## src/rtl/if_pkg.sv

```systemverilog
// Shared types and constants for the IF-stage fetch sequencer.
package if_pkg;

    localparam int unsigned INSTR_W   = 32;
    localparam logic [31:0] NOP_INSTR = 32'h0000_0013;
    localparam int unsigned PC_INC    = 4;

    typedef enum logic [0:0] {
        RUN,
        HALT
    } fetch_state_t;

endpackage

```

## src/rtl/if_fetch_ctrl_if.sv

```systemverilog
// Bundle of text-memory, redirect and decode-handshake signals of the fetch sequencer.
interface if_fetch_ctrl_if #(
    parameter int unsigned ADDR_W = 32
);
    import if_pkg::*;

    logic [ADDR_W-1:0]  mem_raddr;
    logic [INSTR_W-1:0] mem_rdata;
    logic               redirect_valid;
    logic [ADDR_W-1:0]  redirect_pc;
    logic               inst_valid;
    logic               inst_ready;
    logic [INSTR_W-1:0] inst;
    logic [ADDR_W-1:0]  inst_pc;
    logic               halted;
    logic               fetch_fault;

    modport master (
        output mem_raddr,
        input  mem_rdata,
        input  redirect_valid,
        input  redirect_pc,
        output inst_valid,
        input  inst_ready,
        output inst,
        output inst_pc,
        output halted,
        output fetch_fault
    );

    modport slave (
        input  mem_raddr,
        output mem_rdata,
        output redirect_valid,
        output redirect_pc,
        input  inst_valid,
        output inst_ready,
        input  inst,
        input  inst_pc,
        input  halted,
        input  fetch_fault
    );

endinterface

```

## src/rtl/fetch_queue.sv

```systemverilog
// FIFO of {pc, instr} pairs with a registered head; an empty queue presents pc=0 / NOP.
module fetch_queue
    import if_pkg::*;
#(
    parameter int unsigned ADDR_W = 32,
    parameter int unsigned DEPTH  = 2
) (
    input  logic               clk,
    input  logic               rst,
    input  logic               push,
    input  logic [ADDR_W-1:0]  push_pc,
    input  logic [INSTR_W-1:0] push_instr,
    input  logic               pop,
    input  logic               flush,
    output logic               full,
    output logic               empty,
    output logic [ADDR_W-1:0]  head_pc,
    output logic [INSTR_W-1:0] head_instr
);

    localparam int unsigned PTR_W = (DEPTH > 1) ? $clog2(DEPTH) : 1;

    logic [ADDR_W-1:0]  pc_mem    [DEPTH];
    logic [INSTR_W-1:0] instr_mem [DEPTH];
    logic [PTR_W-1:0]   rd_ptr_q, rd_ptr_d;
    logic [PTR_W-1:0]   wr_ptr_q, wr_ptr_d;
    logic [PTR_W:0]     count_q, count_d;
    logic               do_push, do_pop;

    assign full    = (count_q == (PTR_W + 1)'(DEPTH));
    assign empty   = (count_q == '0);
    assign do_pop  = pop && !empty && !flush;
    // A push into a full queue is legal only when the head leaves in the same cycle.
    assign do_push = push && !flush && (!full || do_pop);

    always_comb begin
        rd_ptr_d = rd_ptr_q;
        wr_ptr_d = wr_ptr_q;
        count_d  = count_q;
        if (flush) begin
            rd_ptr_d = '0;
            wr_ptr_d = '0;
            count_d  = '0;
        end else begin
            if (do_pop) begin
                rd_ptr_d = rd_ptr_q + PTR_W'(1);
            end
            if (do_push) begin
                wr_ptr_d = wr_ptr_q + PTR_W'(1);
            end
            case ({do_push, do_pop})
                2'b10:   count_d = count_q + (PTR_W + 1)'(1);
                2'b01:   count_d = count_q - (PTR_W + 1)'(1);
                default: count_d = count_q;
            endcase
        end
    end

    always_ff @(posedge clk or negedge rst) begin
        if (!rst) begin
            rd_ptr_q <= '0;
            wr_ptr_q <= '0;
            count_q  <= '0;
        end else begin
            rd_ptr_q <= rd_ptr_d;
            wr_ptr_q <= wr_ptr_d;
            count_q  <= count_d;
        end
    end

    always_ff @(posedge clk) begin
        if (do_push) begin
            pc_mem[wr_ptr_q]    <= push_pc;
            instr_mem[wr_ptr_q] <= push_instr;
        end
    end

    assign head_pc    = empty ? '0 : pc_mem[rd_ptr_q];
    assign head_instr = empty ? NOP_INSTR : instr_mem[rd_ptr_q];

endmodule

```

## src/rtl/if_fetch_ctrl.sv

```systemverilog
// IF-stage fetch sequencer: owns fetch_pc, queues fetched words, handles redirect and halt.
// Optional misaligned-redirect fault checking is enabled by defining FETCH_MISALIGN_CHK_EN.
module if_fetch_ctrl
    import if_pkg::*;
#(
    parameter int unsigned     ADDR_W     = 32,
    parameter logic [ADDR_W-1:0] RESET_PC = '0,
    parameter int unsigned     TEXT_BYTES = 128,
    parameter int unsigned     QDEPTH     = 2
) (
    input  logic              clk,
    input  logic              rst,
    if_fetch_ctrl_if.master   bus
);

    localparam logic [ADDR_W-1:0] LAST_PC = ADDR_W'(TEXT_BYTES - 4);

    fetch_state_t      state_q, state_d;
    logic [ADDR_W-1:0] fetch_pc_q, fetch_pc_d;
    logic [ADDR_W-1:0] target_pc;
    logic              pc_in_range, target_in_range;
    logic              q_push, q_pop, q_flush, q_full, q_empty;

`ifdef FETCH_MISALIGN_CHK_EN
    logic fault_q, fault_d;
    logic misaligned;

    assign misaligned = (bus.redirect_pc[1:0] != 2'b00);
    assign target_pc  = bus.redirect_pc;
`else
    assign target_pc  = bus.redirect_pc & ~ADDR_W'(3);
`endif

    assign pc_in_range     = (fetch_pc_q <= LAST_PC);
    assign target_in_range = (target_pc <= LAST_PC);
    assign q_pop           = !q_empty && bus.inst_ready;

    always_comb begin
        state_d    = state_q;
        fetch_pc_d = fetch_pc_q;
        q_push     = 1'b0;
        q_flush    = 1'b0;
`ifdef FETCH_MISALIGN_CHK_EN
        fault_d    = fault_q;
`endif
        if (bus.redirect_valid) begin
            q_flush    = 1'b1;
            fetch_pc_d = target_pc;
            // Out-of-range target leaves RUN alone; the next fetch opportunity halts.
            state_d    = target_in_range ? RUN : state_q;
`ifdef FETCH_MISALIGN_CHK_EN
            fault_d    = misaligned;
            if (misaligned) begin
                state_d = HALT;
            end
`endif
        end else begin
            case (state_q)
                RUN: begin
                    if (!pc_in_range) begin
                        state_d = HALT;
                    end else if (!q_full || q_pop) begin
                        q_push     = 1'b1;
                        fetch_pc_d = fetch_pc_q + ADDR_W'(PC_INC);
                    end
                end
                HALT:    state_d = HALT;
                default: state_d = RUN;
            endcase
        end
    end

    always_ff @(posedge clk or negedge rst) begin
        if (!rst) begin
            state_q    <= RUN;
            fetch_pc_q <= RESET_PC;
        end else begin
            state_q    <= state_d;
            fetch_pc_q <= fetch_pc_d;
        end
    end

`ifdef FETCH_MISALIGN_CHK_EN
    always_ff @(posedge clk or negedge rst) begin
        if (!rst) begin
            fault_q <= 1'b0;
        end else begin
            fault_q <= fault_d;
        end
    end

    assign bus.fetch_fault = fault_q;
`else
    assign bus.fetch_fault = 1'b0;
`endif

    fetch_queue #(
        .ADDR_W (ADDR_W),
        .DEPTH  (QDEPTH)
    ) u_queue (
        .clk        (clk),
        .rst        (rst),
        .push       (q_push),
        .push_pc    (fetch_pc_q),
        .push_instr (bus.mem_rdata),
        .pop        (q_pop),
        .flush      (q_flush),
        .full       (q_full),
        .empty      (q_empty),
        .head_pc    (bus.inst_pc),
        .head_instr (bus.inst)
    );

    assign bus.mem_raddr  = fetch_pc_q;
    assign bus.inst_valid = !q_empty;
    assign bus.halted     = (state_q == HALT);

endmodule
```

## src/flat_wrapper.sv

```systemverilog
// flat-port wrapper written by rule: the top's interface ports become plain ports
module if_fetch_ctrl_flat import if_pkg::*;
#(
    parameter int unsigned     ADDR_W     = 32,
    parameter logic [ADDR_W-1:0] RESET_PC = '0,
    parameter int unsigned     TEXT_BYTES = 128,
    parameter int unsigned     QDEPTH     = 2
)
  (clk, rst, bus_mem_raddr, bus_mem_rdata, bus_redirect_valid, bus_redirect_pc, bus_inst_valid, bus_inst_ready, bus_inst, bus_inst_pc, bus_halted, bus_fetch_fault);
  if_fetch_ctrl_if #(.ADDR_W(ADDR_W)) bus_i ();
  input  logic clk;
  input  logic rst;
  output wire logic [$bits(bus_i.mem_raddr)-1:0] bus_mem_raddr;
  input wire logic [$bits(bus_i.mem_rdata)-1:0] bus_mem_rdata;
  input wire logic [$bits(bus_i.redirect_valid)-1:0] bus_redirect_valid;
  input wire logic [$bits(bus_i.redirect_pc)-1:0] bus_redirect_pc;
  output wire logic [$bits(bus_i.inst_valid)-1:0] bus_inst_valid;
  input wire logic [$bits(bus_i.inst_ready)-1:0] bus_inst_ready;
  output wire logic [$bits(bus_i.inst)-1:0] bus_inst;
  output wire logic [$bits(bus_i.inst_pc)-1:0] bus_inst_pc;
  output wire logic [$bits(bus_i.halted)-1:0] bus_halted;
  output wire logic [$bits(bus_i.fetch_fault)-1:0] bus_fetch_fault;
  assign bus_mem_raddr = bus_i.mem_raddr;
  assign bus_i.mem_rdata = bus_mem_rdata;
  assign bus_i.redirect_valid = bus_redirect_valid;
  assign bus_i.redirect_pc = bus_redirect_pc;
  assign bus_inst_valid = bus_i.inst_valid;
  assign bus_i.inst_ready = bus_inst_ready;
  assign bus_inst = bus_i.inst;
  assign bus_inst_pc = bus_i.inst_pc;
  assign bus_halted = bus_i.halted;
  assign bus_fetch_fault = bus_i.fetch_fault;
  if_fetch_ctrl #(.ADDR_W(ADDR_W), .RESET_PC(RESET_PC), .TEXT_BYTES(TEXT_BYTES), .QDEPTH(QDEPTH)) u_core (.clk(clk), .rst(rst), .bus(bus_i));
endmodule
```

## config.mk

```make
export PLATFORM = sky130hd
export DESIGN_NAME = if_fetch_ctrl_flat
export DESIGN_NICKNAME = d
export VERILOG_FILES = /design/src/rtl/if_pkg.sv /design/src/rtl/if_fetch_ctrl_if.sv /design/src/rtl/fetch_queue.sv /design/src/rtl/if_fetch_ctrl.sv /design/src/flat_wrapper.sv
export SDC_FILE = /design/constraint.sdc
export NUM_CORES = 1
export LEC_CHECK = 0
export BUFFER_PORTS_ARGS = -buffer_cell sky130_fd_sc_hd__buf_2
export CELL_PAD_IN_SITES_DETAIL_PLACEMENT = 1
export CELL_PAD_IN_SITES_GLOBAL_PLACEMENT = 2
export CORE_MARGIN = 10
export CORE_UTILIZATION = 33
export CTS_BUF_LIST = sky130_fd_sc_hd__clkbuf_8 sky130_fd_sc_hd__clkbuf_16
export CTS_CLUSTER_DIAMETER = 30
export DETAILED_ROUTE_END_ITERATION = 6
export HOLD_SLACK_MARGIN = 0.05
export PLACE_DENSITY_LB_ADDON = 0.1
export SLEW_MARGIN = 30
export SYNTH_ARGS = -nofsm -noshare
export SYNTH_HDL_FRONTEND = slang
export SYNTH_SLANG_ARGS = --single-unit
```

## constraint.sdc

```tcl
create_clock -name clk -period 4.3 [get_ports clk]
set_clock_uncertainty 0.1 [all_clocks]
set_input_delay 0.43 -clock clk [delete_from_list [all_inputs] [get_ports clk]]
set_output_delay 0.43 -clock clk [all_outputs]
set_load 0.05 [all_outputs]
```

==> impl_metrics.csv <==
group,metric,value,unit
worst_setup_path,reg2reg_to,"u_core.u_queue.pc_mem[0][15]",
pwr,power.leakage,3.04,nW
yosys,synth-edff-count,124,
clocking,cts_hold_buf,1,
clocking,cts_buffer_depth,2,
finish,final_common_cell,"buf_2",
min_path,hold_path_class,"input pin to flip-flop",
sta,max_slew_margin,42.2,%
clocking,cts_tree,"built",
worst_setup_path,crit_required,3.77,ns
worst_setup_path,path_max_fanout,25,
finish,fin_util,42.3,%
run_status,status,"finished clean",
sta,tightestPinTransition,0.868,ns
yosys,synthMuxAreaShare,14.0,%
floorplanning,die_y,160,um
yosys,synth_compound_area_share,2.04,%
flow_run,maxCapViolations,0,
detailed_routing,num_vias,4010,
place,io_buffer_count,159,
clocking,cts_buffers,17,
place,hpwl,12000,um
finish,area_growth,26.8,%
floorplanning,die_w,160,um
yosys,ys_ff_latch,159,
floorplanning,core_area,19300,sq um
detailed_routing,wl_per_cell,19.9,um
worst_setup_path,worstSetupEndpointType,"primary output",
sta,slew_viol_final,0,
sta,whs,0.0991,ns
sta,finalHoldViolations,0,
clocking,cts_sinks,159,
pwr,peakVddDrop,0.000282,V
grt,grt_max_degree,60,
detailed_routing,viasPerCell,4.66,
detailed_routing,dr.pass1.iters,4,
worst_setup_path,worstSetupPathType,"flip-flop to primary output",
place,place.gp.congestion,0.716,
sta,period_share,62.4,%
yosys,synth_top_flop_cell,"edfxtp_1",
finish,drive_gt1_share,39.2,%
grt,grt_pass1_wl,26300,um
pwr,p_per_area,430,nW/um^2
worst_setup_path,r2r-start,"u_core.bus.mem_raddr[14]",
yosys,synthArstFlopShare,22.0,%
worst_setup_path,setup.worst_path.end,"bus_inst[14]",
floorplanning,initial_utilization,33.4,%
yosys,synth-adder-area-share,0.388,%
worst_setup_path,reg2reg_slack,1.66,ns
detailed_routing,drtIter0Drc,112,
clocking,cts-resized-gates,0,
worst_setup_path,arrival,2.16,ns
grt,grtUsageTotal,13.4,%
detailed_routing,drcViolationCount,0,
grt,antenna_found_initial,0,
finish,layout.nets,652,
clocking,clk_pin_slew,0.06,ns
sta,finalCriticalPeriod,2.69,ns
sta,setup_viol,0,
yosys,syn_inst,417,
yosys,yosys.area_share.xor_xnor,0.407,%
worst_setup_path,reg2reg_depth,5,
yosys,syn_avg_cell_area,15.5,sq um
floorplanning,io_pins,167,
clocking,htreeDepth,4,
finish,nFillCells,2023,
yosys,yosysWarningCount,0,
detailed_routing,routed_wl,17100,um
sta,fmax,372,MHz
yosys,synth.distinct_cells,44,
detailed_routing,antenna_left,0,
worst_setup_path,cp-start-kind,"flip-flop",
clocking,cts_root_buf,"clkbuf_16",
clocking,postCtsSetupBuffers,0,
grt,grt_overflow_total,0,
yosys,synthSimpleGateAreaFrac,9.66,%
yosys,yosysSeqAreaShare,71.3,%
sta,rsz0062_at_grt,"no",
finish,final_cell_mix,"buf_2 (159), edfxtp_1 (124), nor2_1 (67)",
yosys,netlist_area,6450,sq um
worst_setup_path,startpoint,"u_core.u_queue.rd_ptr_q",
sta,fin_setup_tns,0,ns
yosys,synth_top_family_by_area,"multiplexers",
grt,grt_pass1_vias,4519,
floorplanning,die_area,25500,sq um
floorplanning,row_count,51,
clocking,clk_latency,0.42,ns
[logic make-up after synthesis]
family | Yosys count
XOR/XNOR | 3
buffers and inverters | 29
other | 1
AND/OR/NAND/NOR | 117
adder cells (fa/ha/maj) | 2
AO/OA/AOI/OAI | 19
multiplexers | 87
flip-flops | 159
[metal layers]
metal | vias up | routed length, um | part of all wire (%) | track usage, %
met3 | 18 | 826 | 4.8 | 3.91
li1 | 1883 | - | - | -
met5 | - | 0 | 0 | 0
met1 | 2008 | 7470 | 44 | 15.9
met4 | 0 | 247 | 1.4 | 4.97
met2 | 101 | 8560 | 50 | 22.6
[cell usage after synthesis, types with 2 or more instances]
master	instances	area share, %
a21oi_1	3	0.23
a22o_1	2	0.27
nand4_1	4	0.39
nor2_1	70	4.1
mux2_2	24	4.2
mux2i_1	63	9.8
nor4_2	2	0.39
dfrtp_1	35	14
nor2b_1	5	0.48
buf_4	6	0.70
nand2_1	6	0.35
nand3_1	8	0.62
nor4_4	2	0.66
ha_1	2	0.39
o31ai_1	2	0.23
xor2_1	2	0.27
buf_2	9	0.70
nor4_1	5	0.48
nor3_1	3	0.23
o21ai_0	6	0.47
clkbuf_1	10	0.58
edfxtp_1	124	58
inv_1	3	0.17
[power breakdown]
group,total (mW),switching (mW),internal (mW),leakage (nW)
logic,0.263,0.185,0.0775,1.25
clock network,1.51,0.602,0.908,0.276
registers,1.74,0.0488,1.70,1.52
total,3.52,0.836,2.68,3.04
[sequential cells by signal, indices dropped and copies added (netlist names)]
signal                    flops
u_core.bus.halted             1
u_core.bus.mem_raddr         30
u_core.u_queue.count_q        2
u_core.u_queue.instr_mem     64
u_core.u_queue.pc_mem        60
u_core.u_queue.rd_ptr_q       1
u_core.u_queue.wr_ptr_q       1
[worst max-delay path, cell delays in order (launching register included)]
cell	delay, ns
dfrtp_4	0.70
buf_12	0.25
buf_12	0.24
mux2i_1	0.23
nor2_1	0.06
buf_2	0.24
[metrics by stage]
step | power, mW | cell area (sq um) | setup slack (ns) | std cells
floorplan | 1.93 | 6470 | -0.403 | 421
global placement | 2.04 | 7530 | 1.68 | 825
detailed placement | 2.04 | 7570 | 1.65 | 827
CTS | 3.57 | 8180 | 1.53 | 860
global route | 3.65 | 8180 | 1.44 | 860
finish | 3.52 | 8180 | 1.61 | 861
[how the worst min path moves through the flow]
| stage | startpoint | to | slack, ns | cells past startpoint |
|---|---|---|---|---|
| global route | bus_mem_rdata[29] | u_core.u_queue.instr_mem[1][29] | 0.07 | 1 |
| floorplan | rst | u_core.bus.halted | 0.03 | 0 |
| CTS | bus_mem_rdata[13] | u_core.u_queue.instr_mem[1][13] | 0.07 | 1 |
| global placement | u_core.bus.mem_raddr[28] | u_core.u_queue.pc_mem[0][28] | 0.40 | 0 |
| detailed placement | u_core.bus.mem_raddr[22] | u_core.u_queue.pc_mem[0][22] | 0.41 | 0 |
| finish | bus_mem_rdata[2] | u_core.u_queue.instr_mem[0][2] | 0.1 | 1 |
[area by class of cell]
cell class                 instances  area (sq um)  share of cell area [%]
sequential                       159          4600                    56.3
multi-input combinational        233          1750                    21.4
timing repair buffer             168           891                    10.9
clock buffer                      17           425                    5.20
tap                              265           332                    4.05
clock inverter                    15           169                    2.06
inverter                           3          11.3                   0.138
antenna                            1          2.50                  0.0306
(Power assumes the default switching activity.)
